`src/rtl/ps2_key_pkg.sv`:
```
// Shared constants and types for the PS2 key router: scan prefixes, decoder states, default key map.
package ps2_key_pkg;

  localparam logic [7:0] PS2_EXT   = 8'hE0;
  localparam logic [7:0] PS2_BRK   = 8'hF0;
  localparam logic [7:0] PS2_PAUSE = 8'hE1;

  localparam int unsigned KEY_ENTRY_W = 9;

  typedef enum logic [1:0] {
    DEC_IDLE    = 2'd0,
    DEC_EXT     = 2'd1,
    DEC_BRK     = 2'd2,
    DEC_EXT_BRK = 2'd3
  } dec_state_e;

  typedef struct packed {
    logic       ext;
    logic [7:0] code;
  } key_entry_t;

  // Entry 15 (ch1 key 7) first down to entry 0 (ch0 key 0)
  localparam logic [2*8*KEY_ENTRY_W-1:0] DEFAULT_KEY_MAP = {
    9'h02E, 9'h025, 9'h02D, 9'h02C, 9'h023, 9'h01B, 9'h01C, 9'h01D,
    9'h04D, 9'h026, 9'h01E, 9'h016, 9'h174, 9'h172, 9'h16B, 9'h175
  };

endpackage

```
`src/rtl/key_evt_fifo.sv`:
```
// Per-channel event FIFO with registered head and valid; drops pushes when full unless a pop frees a slot.
module key_evt_fifo #(
  parameter int unsigned WIDTH = 4,
  parameter int unsigned DEPTH = 4
) (
  input  logic             clock,
  input  logic             reset,
  input  logic             push,
  input  logic [WIDTH-1:0] din,
  input  logic             pop_ready,
  output logic             valid,
  output logic [WIDTH-1:0] dout,
  output logic             drop_c
);

  localparam int unsigned AW = $clog2(DEPTH);
  localparam int unsigned PW = AW + 1;

  logic [PW-1:0]    wr_q, rd_q, wr_n, rd_n;
  logic [WIDTH-1:0] mem_q [DEPTH];
  logic             full, pop, push_ok;

  assign full    = (wr_q[AW] != rd_q[AW]) && (wr_q[AW-1:0] == rd_q[AW-1:0]);
  assign pop     = valid & pop_ready;
  assign push_ok = push & (~full | pop);
  assign drop_c  = push & full & ~pop;
  assign wr_n    = wr_q + PW'(push_ok);
  assign rd_n    = rd_q + PW'(pop);

  // Head is precomputed so evt_data comes straight from a flop
  always_ff @(posedge clock or posedge reset) begin
    if (reset) begin
      wr_q  <= '0;
      rd_q  <= '0;
      valid <= 1'b0;
      dout  <= '0;
      for (int i = 0; i < DEPTH; i++) mem_q[i] <= '0;
    end else begin
      if (push_ok) mem_q[wr_q[AW-1:0]] <= din;
      wr_q  <= wr_n;
      rd_q  <= rd_n;
      valid <= (wr_n != rd_n);
      dout  <= (push_ok && (wr_q[AW-1:0] == rd_n[AW-1:0])) ? din : mem_q[rd_n[AW-1:0]];
    end
  end

endmodule

```
`src/rtl/ps2_key_router.sv`:
```
// Decodes PS2 make/break sequences and routes mapped keys to per-channel held bitmaps and event FIFOs.
module ps2_key_router
  import ps2_key_pkg::*;
#(
  parameter int unsigned NUM_CH      = 2,
  parameter int unsigned KEYS_PER_CH = 8,
  parameter int unsigned FIFO_DEPTH  = 4,
  parameter logic [NUM_CH*KEYS_PER_CH*KEY_ENTRY_W-1:0] KEY_MAP = DEFAULT_KEY_MAP
) (
  input  logic                                        clock,
  input  logic                                        reset,
  input  logic                                        scan_valid,
  input  logic [7:0]                                  scan_code,
  output logic [NUM_CH-1:0]                           evt_valid,
  input  logic [NUM_CH-1:0]                           evt_ready,
  output logic [NUM_CH*($clog2(KEYS_PER_CH)+1)-1:0]   evt_data,
  output logic [NUM_CH*KEYS_PER_CH-1:0]               key_held,
  output logic [NUM_CH-1:0]                           overflow,
  input  logic [NUM_CH-1:0]                           clear_overflow
);

  localparam int unsigned IDX_W = $clog2(KEYS_PER_CH);
  localparam int unsigned EVT_W = IDX_W + 1;

  dec_state_e state_q, state_n;
  logic       lk_en, lk_make;
  key_entry_t lk_key;

  always_ff @(posedge clock or posedge reset) begin
    if (reset) state_q <= DEC_IDLE;
    else       state_q <= state_n;
  end

  // Prefix tracking; a lookup is requested only on a terminating byte
  always_comb begin
    state_n = state_q;
    lk_en   = 1'b0;
    lk_make = 1'b0;
    lk_key  = '0;
    if (scan_valid) begin
      case (state_q)
        DEC_IDLE: begin
          if (scan_code == PS2_EXT)      state_n = DEC_EXT;
          else if (scan_code == PS2_BRK) state_n = DEC_BRK;
          else if (scan_code != PS2_PAUSE) begin
            lk_en   = 1'b1;
            lk_make = 1'b1;
            lk_key  = '{ext: 1'b0, code: scan_code};
          end
        end
        DEC_EXT: begin
          if (scan_code == PS2_BRK) state_n = DEC_EXT_BRK;
          else if (scan_code != PS2_EXT) begin
            lk_en   = 1'b1;
            lk_make = 1'b1;
            lk_key  = '{ext: 1'b1, code: scan_code};
            state_n = DEC_IDLE;
          end
        end
        DEC_BRK: begin
          lk_en   = 1'b1;
          lk_key  = '{ext: 1'b0, code: scan_code};
          state_n = DEC_IDLE;
        end
        DEC_EXT_BRK: begin
          lk_en   = 1'b1;
          lk_key  = '{ext: 1'b1, code: scan_code};
          state_n = DEC_IDLE;
        end
        default: state_n = DEC_IDLE;
      endcase
    end
  end

  logic [NUM_CH-1:0] ch_hit, ch_sel;
  logic [IDX_W-1:0]  ch_idx [NUM_CH];
  logic              lower_hit;

  // Descending scan so the lowest matching index is left standing
  always_comb begin
    for (int c = 0; c < NUM_CH; c++) begin
      ch_hit[c] = 1'b0;
      ch_idx[c] = '0;
      for (int k = KEYS_PER_CH - 1; k >= 0; k--) begin
        if (KEY_MAP[(c*KEYS_PER_CH + k)*KEY_ENTRY_W +: KEY_ENTRY_W] == lk_key) begin
          ch_hit[c] = 1'b1;
          ch_idx[c] = IDX_W'(k);
        end
      end
    end
  end

  always_comb begin
    lower_hit = 1'b0;
    for (int c = 0; c < NUM_CH; c++) begin
      ch_sel[c] = ch_hit[c] & ~lower_hit;
      lower_hit = lower_hit | ch_hit[c];
    end
  end

  for (genvar g = 0; g < NUM_CH; g++) begin : g_ch
    logic [KEYS_PER_CH-1:0] held_q;
    logic                   push, drop_c, ovf_q;

    // Only a state change of the held bit produces an event
    assign push = lk_en & ch_sel[g] & (lk_make ^ held_q[ch_idx[g]]);

    always_ff @(posedge clock or posedge reset) begin
      if (reset)     held_q <= '0;
      else if (push) held_q[ch_idx[g]] <= lk_make;
    end

    always_ff @(posedge clock or posedge reset) begin
      if (reset) ovf_q <= 1'b0;
      else       ovf_q <= (ovf_q & ~clear_overflow[g]) | drop_c;
    end

    key_evt_fifo #(
      .WIDTH(EVT_W),
      .DEPTH(FIFO_DEPTH)
    ) u_fifo (
      .clock     (clock),
      .reset     (reset),
      .push      (push),
      .din       ({lk_make, ch_idx[g]}),
      .pop_ready (evt_ready[g]),
      .valid     (evt_valid[g]),
      .dout      (evt_data[g*EVT_W +: EVT_W]),
      .drop_c    (drop_c)
    );

    assign key_held[g*KEYS_PER_CH +: KEYS_PER_CH] = held_q;
    assign overflow[g] = ovf_q;
  end

endmodule

```
`config.mk`:
```
export PLATFORM = sky130hd
export DESIGN_NAME = ps2_key_router
export DESIGN_NICKNAME = d
export VERILOG_FILES = /design/src/rtl/ps2_key_pkg.sv /design/src/rtl/key_evt_fifo.sv /design/src/rtl/ps2_key_router.sv
export SDC_FILE = /design/constraint.sdc
export NUM_CORES = 1
export LEC_CHECK = 0
export ABC_CLOCK_PERIOD_IN_PS = 2700
export CAP_MARGIN = 20
export CORE_ASPECT_RATIO = 0.8
export CORE_MARGIN = 4
export CORE_UTILIZATION = 50
export DETAILED_ROUTE_END_ITERATION = 10
export GPL_TIMING_DRIVEN = 0
export HOLD_SLACK_MARGIN = 0.02
export PLACE_DENSITY = 0.76
export SLEW_MARGIN = 15
export SYNTH_ARGS = -nofsm -noshare
export SYNTH_HDL_FRONTEND = slang
export SYNTH_HIERARCHICAL = 1
export SYNTH_SLANG_ARGS = --single-unit
```
`constraint.sdc`:
```
create_clock -name clock -period 2.7 [get_ports clock]
set_input_delay 0.54 -clock clock [delete_from_list [all_inputs] [get_ports clock]]
set_output_delay 0.54 -clock clock [all_outputs]
set_load 0.01 [all_outputs]
```
==> results.ini, run 1 <==
[drt]
drc=0
drt-vias-per-instance=6.032
wl_um=11310
first_pass_iters=7
wl_per_cell_um=20.28
postRouteAntennaNets=0
vias=3366
drt_iter0_markers=203

[critical_path]
crit_arrival_ns=3.33
rrSetupSlack_ns=-0.39
end_kind=register
worst-path-max-fanout=4
critPathMaxStageDelay_ns=0.49
worstSetupPathType=reg -> reg
cp_slowest_cell=a2111oi_4
reg2reg_depth=13
start_kind=register
path_cells=nor4b_4, nand2_2, a2111oi_4, nor4_4, nor3_2, nor3_4, o41ai_4, inv_1, ha_4, ha_4, xor2_2, xor2_1, or3_1
cp_data_required_time_ns=2.94
timing.critical_path.mode_cell=ha_4

[yosys]
synthTopCellsByCount=dfrtp_1, mux2_2, nand2_1, xor2_1, o21ai_0
yosys.area.top_type=dfrtp_1
synthDistinctLibCells=65
yosysWarnings=6
async_flop_share_pct=100.0
ys_ff_latch=74
yosys-top-cells-area=dfrtp_1, mux2_2, mux4_2, xor2_1, ha_1
syn_inst=352
yosysSeqAreaShare_pct=45.27
synth.most_common_cell=dfrtp_1
avgSynthCellArea_sq_um=11.62
syn_area_sq_um=4090
synth_top_cell_area_share_pct=45.27
synth_edf_count=0
syn_nets=375
ys.flop_type=dfrtp_1

[floorplanning]
die_area_sq_um=9700
coreArea_sq_um=7946
dieWidth_um=109.1
row_count=29
die_h_um=88.90
start_util_pct=51.47
ios=43

[power_and_ir_drop]
p_leak_nw=2.560
p_per_area_nw_per_um2=521.2
ir_worst_vdd_v=0.0003223

[clocking]
cts_tree=done
htree_num_levels=3
cts_buffers=9
cts_root_buf=clkbuf_8
ctsHoldBuffers=0
clkTransAtPathRegs_ns=0.09
clk_path_buf_depth=2
clk_latency_ns=0.35
numClockSinks=74

[sta]
min_period_ns=3.093
max_freq_mhz=323.4
finalWorstSetupSlack_ns=-0.3926
timing.hold.ws_ns=0.4860
period_share_pct=114.5
maxSlewViolCount=0
relSlewSlack_pct=46.79
worst_slew_pin_slew_ns=0.7973
hold_violations=0
skew_ns=0.01051
setup_viol_count_final=44
rsz0062_at_grt=true

[min_path]
hold-path-cell-count=1
hold_class=reg -> reg

[placement]
gp_congestion=0.9259
dp_hpwl_um=6715
io_buffers=42
placed_cell_area_sq_um=4770

[final_layout]
n_fill_cell=480
fin_area_sq_um=5746
final_util_pct=72.30
area_delta_synth_final_pct=40.47
antenna_cells=0
final_layout_size_suffix_gt1_share_pct=42.67
final_nets=468

[grt]
overflow=0
grt_pass1_vias=3416
grt_max_degree=28
grt_first_pass_wirelength_um=17460
grt_usage_pct=23.64
antenna_found_initial=0

[status]
status=complete, but fails checks
violations=setup timing

[job]
cap_viol_max_count=0

what timing repair did:
item                                    in CTS  in global routing
gates resized for setup                    127                 29
pin swaps                                   26                 18
endpoints found under the setup margin      50                 45
setup buffers                               33                  7
worst max-delay path: cells and delay by family, from the launching register on:
kind	cells	cell delay [ns]
AO/OA/AOI/OAI	2	0.56
XOR/XNOR	2	0.30
adder cells (fa/ha/maj)	2	0.34
buffers and inverters	1	0.13
flip-flops	1	0.45
AND/OR/NAND/NOR	6	1.21
final cells by class:
type / instances / area (sq um) / area share (%)
clock inverters: 7 / 100.1 / 1.742
plain buffers: 15 / 113.9 / 1.982
flip-flops and latches: 74 / 1854 / 32.27
multi-input cells: 248 / 2589 / 45.06
clock buffers: 9 / 123.9 / 2.156
inverters: 14 / 55.05 / 0.9582
repair buffers: 83 / 774.5 / 13.48
well taps: 108 / 135.1 / 2.352
final timing paths:
path / startpoint / to
worst min-delay path: g_ch[1].ovf_q$_DFF_PP0_ / g_ch[1].ovf_q$_DFF_PP0_
min in group asynchronous: reset / g_ch[1].u_fifo/mem_q[15]$_DFFE_PP0P_
max in group asynchronous: reset / state_q[0]$_DFFE_PP0P_
worst max-delay path: state_q[1]$_DFFE_PP0P_ / g_ch[1].u_fifo/valid$_DFF_PP0_
worst min register to register: g_ch[1].ovf_q$_DFF_PP0_ / g_ch[1].ovf_q$_DFF_PP0_
worst max register to register: state_q[1]$_DFFE_PP0P_ / g_ch[1].u_fifo/valid$_DFF_PP0_
cells in the final DEF, fill, tap and decap left out, drive strengths merged, types with 8 or more instances in the layout:
master          n
buf            62
ha              8
mux4            8
o21ai          19
xor2           19
mux2           42
clkdlybuf4s50  33
a21oi          11
o31ai           8
clkbuf         12
nor3b          11
dfrtp          74
nor2           13
nand2          22
inv            16
sequential cells by signal, indices dropped and copies added, names as in the netlist:
| register | cells |
|---|---|
| g_ch.u_fifo/wr_q | 6 |
| g_ch.u_fifo/dout | 8 |
| state_q | 2 |
| g_ch.u_fifo/mem_q | 32 |
| g_ch.held_q | 16 |
| g_ch.u_fifo/valid | 2 |
| g_ch.ovf_q | 2 |
| g_ch.u_fifo/rd_q | 6 |
routing by layer:
layer	routed length [um]	vias to the layer above	part of all wire (%)	GRT usage [%]
li1	-	1475	-	-
met1	4753	1683	42	31.68
met2	5398	168	48	38.63
met3	822	40	7.3	5.560
met4	340	0	3.0	7.339
met5	0	-	0	0
where the power goes:
group	internal, mW	switching (mW)
sequential	1.18	0.0646
clock	0.529	0.448
combinational	0.320	0.454
cells by family (layout without fill, tap and decap cells):
group | Yosys count | after routing | share of synthesized area [%]
simple gates | 105 | 105 | 16.73
flops | 74 | 74 | 45.27
compound gates | 61 | 61 | 10.92
mux | 52 | 52 | 16.46
buf+inv | 30 | 128 | 3.456
xor+xnor | 22 | 22 | 4.711
fa+ha+maj | 8 | 8 | 2.447
metrics by stage:
stage	std cells	power (mW)	TNS, ns	setup WS, ns
final	558	2.995	-11.18	-0.3926
after global placement	502	1.915	-64.72	-1.603
after detailed placement	502	1.934	-63.66	-1.539
after floorplan	352	1.758	-11.71	-0.4696
after global routing	558	3.132	-14.95	-0.5166
after CTS	550	2.959	-6.501	-0.3195
No activity file was read; power rests on OpenSTA's default activity.
==> inputs of run 2 (changes only) <==
--- a/config.mk
+++ b/config.mk
@@ -14,7 +14,7 @@
 export GPL_TIMING_DRIVEN = 0
 export HOLD_SLACK_MARGIN = 0.02
 export PLACE_DENSITY = 0.76
-export SLEW_MARGIN = 15
+export SLEW_MARGIN = 10
 export SYNTH_ARGS = -nofsm -noshare
 export SYNTH_HDL_FRONTEND = slang
 export SYNTH_HIERARCHICAL = 1
==> results.ini, run 2 (synthesized netlist as in run 1, its figures left out) <==
[critical_path]
reg2reg_depth=13
critical-path-top-delay-family=simple AND/OR/NAND/NOR gates
cp_data_required_time_ns=2.93
end_kind=register
timing.critical_path.mode_cell=or3_4
worstSetupPathType=in -> reg
crit_arrival_ns=3.37
critPathBufInv=3
regToRegEndpoint=g_ch[1].u_fifo/valid$_DFF_PP0_
worst-path-max-fanout=10
worstReg2RegStart=state_q[1]$_DFFE_PP0P_
cp_num_cells=12
rrSetupSlack_ns=-0.35
cp_slowest_cell=or3_4
critPathMaxStageDelay_ns=0.43
start_kind=primary input
path_cells=buf_2, buf_6, and4b_4, nand3_1, a21oi_2, nor4_4, or3_4, a21oi_4, o41ai_4, buf_4, or3_4, mux2_4

[drt]
first_pass_iters=5
wl_um=11220
wl_per_cell_um=20.11
postRouteAntennaNets=0
vias=3371
drt_iter0_markers=322
drc=0
drt-vias-per-instance=6.041

[sta]
tns_ns=-12.06
rsz0062_at_grt=true
relSlewSlack_pct=47.88
worst_slew_pin_slew_ns=0.7809
skew_ns=0.009387
timing.hold.ws_ns=0.4862
max_freq_mhz=317.9
maxSlewViolCount=0
setup_viol_count_final=44
min_period_ns=3.145
finalWorstSetupSlack_ns=-0.4453
hold_violations=0
period_share_pct=116.5

[final_layout]
area_delta_synth_final_pct=40.17
final_util_pct=72.15
final_common_cell=dfrtp_1
top_regs=g_ch.u_fifo/mem_q x32, g_ch.held_q x16, g_ch.u_fifo/dout x8
largest_reg_flops=32
antenna_cells=0
fin_area_sq_um=5733
final_cell_mix=dfrtp_1, buf_4, mux2_4, clkdlybuf4s50_1, nand2_1
final_layout_size_suffix_gt1_share_pct=42.44
top_register=g_ch.u_fifo/mem_q
final_nets=468
final_cell_count_no_fill=558

[floorplanning]
ios=43
row_count=29
start_util_pct=51.47
die_area_sq_um=9700
die_h_um=88.90
dieWidth_um=109.1
coreArea_sq_um=7946

[clocking]
cts_tree=done
cts_root_buf=clkbuf_8
clkTransAtPathRegs_ns=0.08
numClockSinks=74
clk_path_buf_depth=2
htree_num_levels=3
ctsHoldBuffers=0
clk_latency_ns=0.35
cts_buffers=9

[min_path]
hold-path-cell-count=1
whs_endpoint=g_ch[1].ovf_q$_DFF_PP0_
min_from=g_ch[1].ovf_q$_DFF_PP0_
hold_class=reg -> reg

[placement]
dp_slack_ns=-1.539
gp_congestion=0.9259
dp.cells=502
dp_hpwl_um=6715
placed_cell_area_sq_um=4770
io_buffers=42

[grt]
overflow=0
grt_first_pass_wirelength_um=17460
antenna_found_initial=0
grt_usage_pct=23.64
grt_pass1_vias=3416
grt_max_degree=28

[status]
status=complete, but fails checks
violations=setup timing

[power_and_ir_drop]
comb_power_share_pct=25.6
internal_power_mw=2.027
p_clk_share_pct=32.8
p_per_area_nw_per_um2=521.1
p_switching_mw=0.9611
switching_share_pct=32.17
p_leak_nw=2.555
total_power_mw=2.988
pwr-share-seq_pct=41.6
ir_worst_vdd_v=0.0003182

[job]
cap_viol_max_count=0

## run 2: worst register-to-register path, delay by kind of cell (launching register included)
kind	cells	cell delay [ns]
buf+inv	1	0.13
xor+xnor	2	0.30
flops	1	0.45
simple gates	6	1.18
compound gates	2	0.54
fa+ha+maj	2	0.34
## run 2: routing by layer
metal  share of wire [%]  global-route usage (%)
met5                   0                       0
met4                 3.4                   7.339
met3                 6.8                   5.560
met2                  47                   38.63
met1                  42                   31.68
## run 2: final cells by class
class	instances	area [sq um]
buffer	15	113.9
tap	108	135.1
fill	489	2213
clock inverter	7	100.1
inverter	14	55.05
timing repair buffer	83	774.5
clock buffer	9	123.9
multi-input combinational	248	2576
sequential	74	1854
## run 2: what timing repair did
action | 4_1_cts | 5_1_grt
gates cloned | 0 | 0
endpoints found under the setup margin | 50 | 45
resized for setup | 127 | 28
setup buffers | 33 | 7
pin swaps | 26 | 18
endpoints found under the hold margin | 0 | 0
## run 2: how the worst max path moves through the flow
stage          slack (ns)                                    to         start
6_report            -0.45  g_ch[0].u_fifo/mem_q[12]$_DFFE_PP0P_  scan_code[2]
5_1_grt             -0.51        g_ch[0].u_fifo/valid$_DFF_PP0_  scan_code[2]
4_1_cts             -0.32        g_ch[1].u_fifo/valid$_DFF_PP0_  scan_code[3]
3_5_place_dp        -1.54  g_ch[1].u_fifo/mem_q[10]$_DFFE_PP0P_    scan_valid
3_3_place_gp        -1.60   g_ch[1].u_fifo/mem_q[9]$_DFFE_PP0P_    scan_valid
2_1_floorplan       -0.47        g_ch[0].u_fifo/valid$_DFF_PP0_  scan_code[1]
## run 2: power by group through the flow
stage | logic [mW] | clock network, mW | registers, mW
finish | 0.764 | 0.980 | 1.24
global route | 0.824 | 1.04 | 1.25
CTS | 0.737 | 0.982 | 1.24
detailed placement | 0.674 | 0 | 1.26
global placement | 0.660 | 0 | 1.26
floorplan | 0.503 | 0 | 1.26
==> inputs of run 3 (changes only) <==
--- a/config.mk
+++ b/config.mk
@@ -11,6 +11,7 @@
 export CORE_MARGIN = 4
 export CORE_UTILIZATION = 50
 export DETAILED_ROUTE_END_ITERATION = 10
+export GPL_ROUTABILITY_DRIVEN = 0
 export GPL_TIMING_DRIVEN = 0
 export HOLD_SLACK_MARGIN = 0.02
 export PLACE_DENSITY = 0.76
==> results of run 3 <==
Same layout as run 2: the final DEF is identical, and so are final timing and power.
